[config.mk]
export PLATFORM = sky130hd
export DESIGN_NAME = frodo_mul_ctrl
export DESIGN_NICKNAME = d
export VERILOG_FILES = /design/src/rtl/frodo_ctrl_pkg.sv /design/src/rtl/mul_addr_gen.sv /design/src/rtl/frodo_mul_ctrl.sv
export SDC_FILE = /design/constraint.sdc
export NUM_CORES = 1
export LEC_CHECK = 0
export ABC_AREA = 0
export CAP_MARGIN = 30
export CORE_UTILIZATION = 40
export CTS_CLUSTER_SIZE = 40
export DETAILED_ROUTE_END_ITERATION = 10
export SYNTH_ARGS = -nofsm -noshare
export SYNTH_HDL_FRONTEND = slang
export SYNTH_SLANG_ARGS = --single-unit
[constraint.sdc]
create_clock -name clk -period 3.9 [get_ports clk]
set_clock_uncertainty 0.1 [all_clocks]
set_input_delay 0.585 -clock clk [delete_from_list [all_inputs] [get_ports clk]]
set_output_delay 0.585 -clock clk [all_outputs]
set_load 0.02 [all_outputs]
[src/rtl/frodo_ctrl_pkg.sv]
// Shared types and constants for the FrodoKEM multiply sequencer.
package frodo_ctrl_pkg;

  typedef enum logic [1:0] {
    IDLE = 2'd0,
    LOAD = 2'd1,
    RUN  = 2'd2,
    FIN  = 2'd3
  } state_t;

  localparam int unsigned S_A_LANES = 8;
  localparam int unsigned L_A_LANES = 2;
  localparam int unsigned L_B_LANES = 4;

  localparam int unsigned A_LANE_W = 3;
  localparam int unsigned B_LANE_W = 2;

  localparam logic MODE_S = 1'b1;
  localparam logic MODE_L = 1'b0;

  // k_len must be a whole number of A words (S) or B words (L) per group
  function automatic logic k_len_legal(input logic mode, input logic [2:0] k_lsb);
    if (mode == MODE_S) return k_lsb == 3'd0;
    return k_lsb[1:0] == 2'd0;
  endfunction

endpackage

[src/rtl/mul_addr_gen.sv]
// Lane counters, prefetch read-enable decode and A/B address registers.
// All control inputs describe the upcoming cycle, so every output is a flop.
import frodo_ctrl_pkg::*;

module mul_addr_gen #(
  parameter int unsigned ADDR_W = 14
) (
  input  logic              clk,
  input  logic              rstn,
  input  logic              mode,
  input  logic              load,
  input  logic              run,
  input  logic              group_first,
  input  logic              last_step,
  input  logic              last_mac,
  input  logic [ADDR_W-1:0] a_base,
  input  logic [ADDR_W-1:0] b_base,
  output logic              a_ren,
  output logic [ADDR_W-1:0] a_addr,
  output logic              b_ren,
  output logic [ADDR_W-1:0] b_addr
);

  logic [A_LANE_W-1:0] a_lane, a_lane_n, a_max;
  logic [B_LANE_W-1:0] b_lane, b_lane_n;
  logic [ADDR_W-1:0]   a_base_q, a_base_q_n, a_addr_n, b_addr_n;
  logic                a_ren_n, b_ren_n, b_last;

  // Lane tracking and prefetch decode for the upcoming cycle
  always_comb begin
    a_max      = (mode == MODE_S) ? A_LANE_W'(S_A_LANES - 1) : A_LANE_W'(L_A_LANES - 1);
    a_lane_n   = '0;
    b_lane_n   = '0;
    a_base_q_n = a_base_q;
    if (run && !group_first) begin
      a_lane_n = (a_lane == a_max) ? '0 : a_lane + A_LANE_W'(1);
      b_lane_n = (b_lane == B_LANE_W'(L_B_LANES - 1)) ? '0 : b_lane + B_LANE_W'(1);
    end
    b_last  = (mode == MODE_S) || (b_lane_n == B_LANE_W'(L_B_LANES - 1));
    a_ren_n = load || (run && (a_lane_n == a_max) && !last_mac);
    b_ren_n = load || (run && b_last && !last_mac);

    a_addr_n = a_addr;
    b_addr_n = b_addr;
    if (load) begin
      a_base_q_n = a_base;
      a_addr_n   = a_base;
      b_addr_n   = b_base;
    end else begin
      // A restarts at the latched base for the next group; B never restarts
      if (a_ren_n) a_addr_n = last_step ? a_base_q : a_addr + ADDR_W'(1);
      if (b_ren_n) b_addr_n = b_addr + ADDR_W'(1);
    end
  end

  always_ff @(posedge clk or negedge rstn) begin
    if (!rstn) begin
      a_lane   <= '0;
      b_lane   <= '0;
      a_base_q <= '0;
      a_ren    <= 1'b0;
      b_ren    <= 1'b0;
      a_addr   <= '0;
      b_addr   <= '0;
    end else begin
      a_lane   <= a_lane_n;
      b_lane   <= b_lane_n;
      a_base_q <= a_base_q_n;
      a_ren    <= a_ren_n;
      b_ren    <= b_ren_n;
      a_addr   <= a_addr_n;
      b_addr   <= b_addr_n;
    end
  end

endmodule

[src/rtl/frodo_mul_ctrl.sv]
// Sequencer for the FrodoKEM matrix-multiply datapath: walks K steps over G groups
// and drives memory reads, data-prep strobes and MAC control, all from flops.
import frodo_ctrl_pkg::*;

module frodo_mul_ctrl #(
  parameter int unsigned ADDR_W = 14,
  parameter int unsigned K_W    = 11,
  parameter int unsigned G_W    = 10
) (
  input  logic              clk,
  input  logic              rstn,
  input  logic              start,
  input  logic              mode,
  input  logic [K_W-1:0]    k_len,
  input  logic [G_W-1:0]    g_cnt,
  input  logic [ADDR_W-1:0] a_base,
  input  logic [ADDR_W-1:0] b_base,
  output logic              a_ren,
  output logic              b_ren,
  output logic [ADDR_W-1:0] a_addr,
  output logic [ADDR_W-1:0] b_addr,
  output logic              start_pos,
  output logic              done,
  output logic              short_data_mode,
  output logic              short_bia_add,
  output logic              long_bia_add,
  output logic              mac_en,
  output logic              mac_clr,
  output logic              acc_wr,
  output logic              busy,
  output logic              cfg_err
);

  state_t         state, state_n;
  logic [K_W-1:0] step, step_n, k_last;
  logic [G_W-1:0] grp, grp_n, g_last;
  logic           mode_q, mode_n;
  logic           legal, accept, last_step, last_grp;

  logic load_n, run_n, group_first_n, last_step_n, last_mac_n;
  logic start_pos_n, done_n, sba_n, lba_n, mac_en_n, mac_clr_n, acc_wr_n, busy_n, cfg_err_n;

  // State, counters and command latches
  always_ff @(posedge clk or negedge rstn) begin
    if (!rstn) begin
      state  <= IDLE;
      step   <= '0;
      grp    <= '0;
      mode_q <= MODE_L;
      k_last <= '0;
      g_last <= '0;
    end else begin
      state  <= state_n;
      step   <= step_n;
      grp    <= grp_n;
      mode_q <= mode_n;
      if (accept) begin
        k_last <= k_len - K_W'(1);
        g_last <= g_cnt - G_W'(1);
      end
    end
  end

  // Next state and step/group counters
  always_comb begin
    state_n   = state;
    step_n    = step;
    grp_n     = grp;
    mode_n    = mode_q;
    legal     = k_len_legal(mode, k_len[2:0]);
    accept    = (state == IDLE) && start && legal;
    last_step = (step == k_last);
    last_grp  = (grp == g_last);
    case (state)
      IDLE: begin
        step_n = '0;
        grp_n  = '0;
        if (accept) begin
          mode_n  = mode;
          state_n = (k_len == '0 || g_cnt == '0) ? FIN : LOAD;
        end
      end
      LOAD: begin
        step_n  = '0;
        grp_n   = '0;
        state_n = RUN;
      end
      RUN: begin
        if (last_step) begin
          step_n = '0;
          grp_n  = grp + G_W'(1);
          if (last_grp) state_n = FIN;
        end else begin
          step_n = step + K_W'(1);
        end
      end
      FIN: begin
        step_n  = '0;
        grp_n   = '0;
        state_n = IDLE;
      end
      default: state_n = IDLE;
    endcase
  end

  // Output decode for the upcoming cycle; the flops below present it
  always_comb begin
    load_n        = (state_n == LOAD);
    run_n         = (state_n == RUN);
    group_first_n = run_n && (step_n == '0);
    last_step_n   = run_n && (step_n == k_last);
    last_mac_n    = last_step_n && (grp_n == g_last);
    start_pos_n   = load_n;
    done_n        = (state_n == FIN);
    busy_n        = (state_n != IDLE);
    mac_en_n      = run_n;
    sba_n         = run_n;
    lba_n         = run_n && (mode_n == MODE_L);
    mac_clr_n     = group_first_n;
    acc_wr_n      = (state == RUN) && last_step;
    cfg_err_n     = (state == IDLE) && start && !legal;
  end

  always_ff @(posedge clk or negedge rstn) begin
    if (!rstn) begin
      start_pos     <= 1'b0;
      done          <= 1'b0;
      busy          <= 1'b0;
      mac_en        <= 1'b0;
      short_bia_add <= 1'b0;
      long_bia_add  <= 1'b0;
      mac_clr       <= 1'b0;
      acc_wr        <= 1'b0;
      cfg_err       <= 1'b0;
    end else begin
      start_pos     <= start_pos_n;
      done          <= done_n;
      busy          <= busy_n;
      mac_en        <= mac_en_n;
      short_bia_add <= sba_n;
      long_bia_add  <= lba_n;
      mac_clr       <= mac_clr_n;
      acc_wr        <= acc_wr_n;
      cfg_err       <= cfg_err_n;
    end
  end

  assign short_data_mode = mode_q;

  mul_addr_gen #(
    .ADDR_W(ADDR_W)
  ) u_addr_gen (
    .clk        (clk),
    .rstn       (rstn),
    .mode       (mode_n),
    .load       (load_n),
    .run        (run_n),
    .group_first(group_first_n),
    .last_step  (last_step_n),
    .last_mac   (last_mac_n),
    .a_base     (a_base),
    .b_base     (b_base),
    .a_ren      (a_ren),
    .a_addr     (a_addr),
    .b_ren      (b_ren),
    .b_addr     (b_addr)
  );

endmodule

==> summary.md <==
| Metric | Value |
|---|---|
| Largest vdd supply drop | `469.2 uV` |
| Initial Utilization | `40.95%` |
| Length of routed met2 wiring | `8280 microns` |
| Leakage component of the power | `3.423 nW` |
| Port bufs | `92` |
| Hold violation count in the final report | `0` |
| Largest fanout on the critical path | `23` |
| Met3 layer wire length in the routed design | `812 microns` |
| DR WL/cell | `16.47 microns` |
| Fraction of synthesized cell area in xor and xnor cells | `9.783%` |
| Switching share of power | `42.89%` |
| Core area | `0.01658 sq mm` |
| Flop pwr share | `33.3%` |
| Netlist area before placement | `0.006792 sq mm` |
| Detailed router's first-iteration violation count | `314` |
| Number of synthesized flops with an enable pin | `0` |
| Placed instance count | `1058` |
| Part of the power in combinational logic | `49.7%` |
| Kind of end point of the critical path | `register` |
| Clock tree from TritonCTS | `built` |
| Post-synthesis adder-cell area fraction | `2.395%` |
| Reported max-cap violation count | `0` |
| Switching power total | `0.002459 W` |
| Synthesized-area fraction occupied by ao, oa, aoi and oai cells | `14.41%` |
| Sequential share of the synthesized area | `37.58%` |
| Startpoint class of the critical path | `register` |
| Async SR Flop Fraction | `100.0%` |
| Count of buffer and inverter cells on the critical path | `2` |
| Min-Delay Path Class | `primary input to async pin` |
| Total count of max-transition violations in the final report | `0` |
| Combinational family with the most area after synthesis | `simple AND/OR/NAND/NOR gates` |
| Vias in the first global route | `5632` |
| Diode insertion count for antenna repair | `0` |
| Total number of vias | `5871` |
| Via density per instance | `5.466` |
| Top-level I/O count | `93` |
| Highest Signal Layer | `met4` |
| Worst slew pin tran | `0.6267 ns` |
| Max stage delay on crit path | `0.62 ns` |
| Clock group share of total power | `17.0%` |
| Pwr/cell area | `690.6 mW/mm^2` |
| Residual DRC | `0` |
| Setup WS post-layout | `0.2424 ns` |
| Total length of routed wires | `17690 microns` |
| Tightest hold margin | `0.1444 ns` |
| Root buffer cell | `sky130_fd_sc_hd__clkbuf_16` |
| Leading cell types in the layout, fill and taps excluded | `102 x sky130_fd_sc_hd__dfrtp_1, 99 x sky130_fd_sc_hd__nand2_1, 91 x sky130_fd_sc_hd__clkdlybuf4s50_1, 64 x sky130_fd_sc_hd__nor2_1, 47 x sky130_fd_sc_hd__o21ai_0` |
| Floorplan die height | `132.3 microns` |
| Distinct cell type count of the synthesized netlist | `80` |
| Setup Slack @ Placement | `-0.09515 ns` |
| Final period utilization | `93.78%` |
| Most common cell after layout, fill and taps aside | `sky130_fd_sc_hd__dfrtp_1` |
| Total design power | `0.005732 W` |
| Max stage delay cell, worst path | `sky130_fd_sc_hd__or4_4` |
| Routed metal-1 wirelength | `8190 microns` |
| Net Count, Synth | `814` |
| Post-synthesis share of cell area spent on and, or, nand and nor gates | `24.82%` |
| TritonCTS buffer count | `9` |
| Clk Latency, worst-skew pair | `0.36 ns` |
| Unrepaired setup endpoints after global routing | `no` |
| Yosys warning total | `0` |
| Required arrival time at the worst endpoint | `4.04 ns` |
| Highest clock frequency the design can meet | `0.2734 GHz` |
| Residual antenna-violating net count after detailed routing | `0` |
| HPWL Detailed | `12890 microns` |
| Deepest clock path buffer count | `2` |
| Cell-by-cell trace of the critical path | `xnor2_2, and4_1, nand3_4, nor3b_2, o221ai_1, or4_4, o31ai_4, buf_12, buf_4, mux2i_1, o21ai_0` |
| H-tree lvl count | `3` |
| Number of setup violations in the final report | `0` |
| Normalized max-slew margin | `58.22%` |
| Register bit total from synthesis | `102` |
| Internal Pwr Total | `0.003274 W` |
| Largest delay contributor family on the critical path | `simple AND/OR/NAND/NOR gates` |
| Final RePlAce weighted congestion | `0.9099` |
| Clock sink count | `102` |
| Post-Syn Area per Cell | `9.080 sq um` |
| Final worst path period need | `3.658 ns` |
| Crit path kind | `register to register` |
| Number of non-filler instances in the completed layout | `1074` |
| Gate Count Post-Synth | `748` |
| DR pass1 iterations | `4` |
| Post-CTS clock slew at the launch and capture registers of the worst setup and hold paths | `0.08 ns` |
| Outcome | `finished clean` |
| Die Area | `0.01750 sq mm` |
| Fraction of final layout cells with drive strength greater than 1 | `14.17%` |
| First-pass GRT wire length | `29040 microns` |
| Hold Buf Count CTS | `0` |
| Final net count | `915` |
| Antenna violations before repair | `0` |
| Dominant register cell in the synthesized netlist | `sky130_fd_sc_hd__dfrtp_1` |
| Floorplan die width | `132.3 microns` |
| Post-synthesis to final-layout area growth | `22.22%` |
| Pin count of the biggest net entering global routing | `60` |
| Total track usage | `20.66%` |
| Total gr overflow | `0` |
| Site Rows | `47` |
| Fin Setup TNS | `0 ns` |
| Mux cell area share after synthesis | `4.661%` |
| Arrival time of data at the critical path endpoint | `3.80 ns` |
[registers in the layout (all words and copies together), names as in the netlist, 2 cells and up]
register / count
g_last: 10
grp: 10
k_last: 11
state: 2
step: 11
u_addr_gen.a_addr: 14
u_addr_gen.a_base_q: 14
u_addr_gen.a_lane: 3
u_addr_gen.b_addr: 14
u_addr_gen.b_lane: 2
[cell families (layout without fill, tap and decap cells)]
family                     Yosys count  in the layout
AOI/OAI and AO/OA                  141            141
xor gates and xnor gates            70             70
adders and majority gates           13             13
buffers and inverters               67            173
DFF                                102            102
muxes                               30             30
and+or+nand+nor                    325            325
[routing by layer]
layer  track usage [%]  vias to the layer above
li1                  -                     2863
met1             27.26                     2825
met2             33.89                      154
met3             3.230                       29
met4             8.365                        0
met5                 0                        -
[worst register-to-register path, delay by kind of cell (launching register included)]
kind | cells | cell delay (ns)
buffers and inverters | 2 | 0.33
XOR/XNOR | 1 | 0.29
AND/OR/NAND/NOR | 4 | 1.58
multiplexers | 1 | 0.17
flip-flops | 1 | 0.49
AO/OA/AOI/OAI | 3 | 0.57
[power by group through the flow]
stage | logic [W] | registers, W | clock network (W)
finish | 0.00285 | 0.00191 | 0.000974
global route | 0.00313 | 0.00197 | 0.00103
CTS | 0.00286 | 0.00191 | 0.000999
detailed placement | 0.00284 | 0.00193 | 0
global placement | 0.00278 | 0.00191 | 0
floorplan | 0.00179 | 0.00200 | 0
[cells in the mapped netlist (6+ instances only)]
master / number / area [sq um]
sky130_fd_sc_hd__o31ai_1: 6 / 45.04
sky130_fd_sc_hd__dfrtp_1: 102 / 2552
sky130_fd_sc_hd__nand2_1: 99 / 371.6
sky130_fd_sc_hd__nor4_1: 10 / 62.56
sky130_fd_sc_hd__nor3_1: 21 / 105.1
sky130_fd_sc_hd__clkbuf_1: 14 / 52.55
sky130_fd_sc_hd__buf_6: 10 / 112.6
sky130_fd_sc_hd__nand2b_1: 7 / 43.79
sky130_fd_sc_hd__a21oi_1: 18 / 90.09
sky130_fd_sc_hd__nor2_1: 65 / 244.0
sky130_fd_sc_hd__buf_2: 6 / 30.03
sky130_fd_sc_hd__ha_1: 13 / 162.7
sky130_fd_sc_hd__xnor2_1: 36 / 315.3
sky130_fd_sc_hd__mux2i_1: 17 / 170.2
sky130_fd_sc_hd__nand3_1: 28 / 140.1
sky130_fd_sc_hd__nor2b_1: 11 / 68.82
sky130_fd_sc_hd__and3_1: 7 / 43.79
sky130_fd_sc_hd__or3_1: 9 / 56.30
sky130_fd_sc_hd__mux2_2: 13 / 146.4
sky130_fd_sc_hd__xor2_1: 28 / 245.2
sky130_fd_sc_hd__a31oi_1: 12 / 75.07
sky130_fd_sc_hd__or3_2: 9 / 67.56
sky130_fd_sc_hd__inv_1: 24 / 90.09
sky130_fd_sc_hd__o211ai_1: 9 / 67.56
sky130_fd_sc_hd__o21ai_0: 47 / 235.2
sky130_fd_sc_hd__nand4_1: 17 / 106.4
[per-stage QoR]
stage	utilization (%)	instance area [sq um]
6_report	50.05	8300
5_1_grt	50.05	8300
4_1_cts	50.04	8298
3_5_place_dp	48.13	7981
3_3_place_gp	48.13	7981
2_1_floorplan	-	6792
[final timing paths]
kind                                               to                  from  cells past startpoint  slack, ns
worst max register to register   u_addr_gen.b_addr[1]               step[4]                     11       0.24
worst min-delay path                          step[2]                  rstn                      1       0.14
min in group clk                 u_addr_gen.b_lane[0]  u_addr_gen.b_lane[0]                      1       0.37
max in group asynchronous       u_addr_gen.a_addr[11]                  rstn                      2       2.80
worst min register to register   u_addr_gen.b_lane[0]  u_addr_gen.b_lane[0]                      1       0.37
worst max-delay path             u_addr_gen.b_addr[1]               step[4]                     11       0.24
[cell type report]
cell class | count | area, sq um
clock buffers | 10 | 239.0
clock inverters | 6 | 77.57
fillers | 1611 | 8283
inverters | 26 | 97.59
multi-input cells | 579 | 3810
flip-flops and latches | 102 | 2552
well taps | 220 | 275.3
repair buffers | 131 | 1249
[timing repair]
item / CTS / global route
resized for setup: 0 / 1
endpoints found under the setup margin: 0 / 1
setup buffers: 0 / 0
No activity file was read; power rests on OpenSTA's default activity.
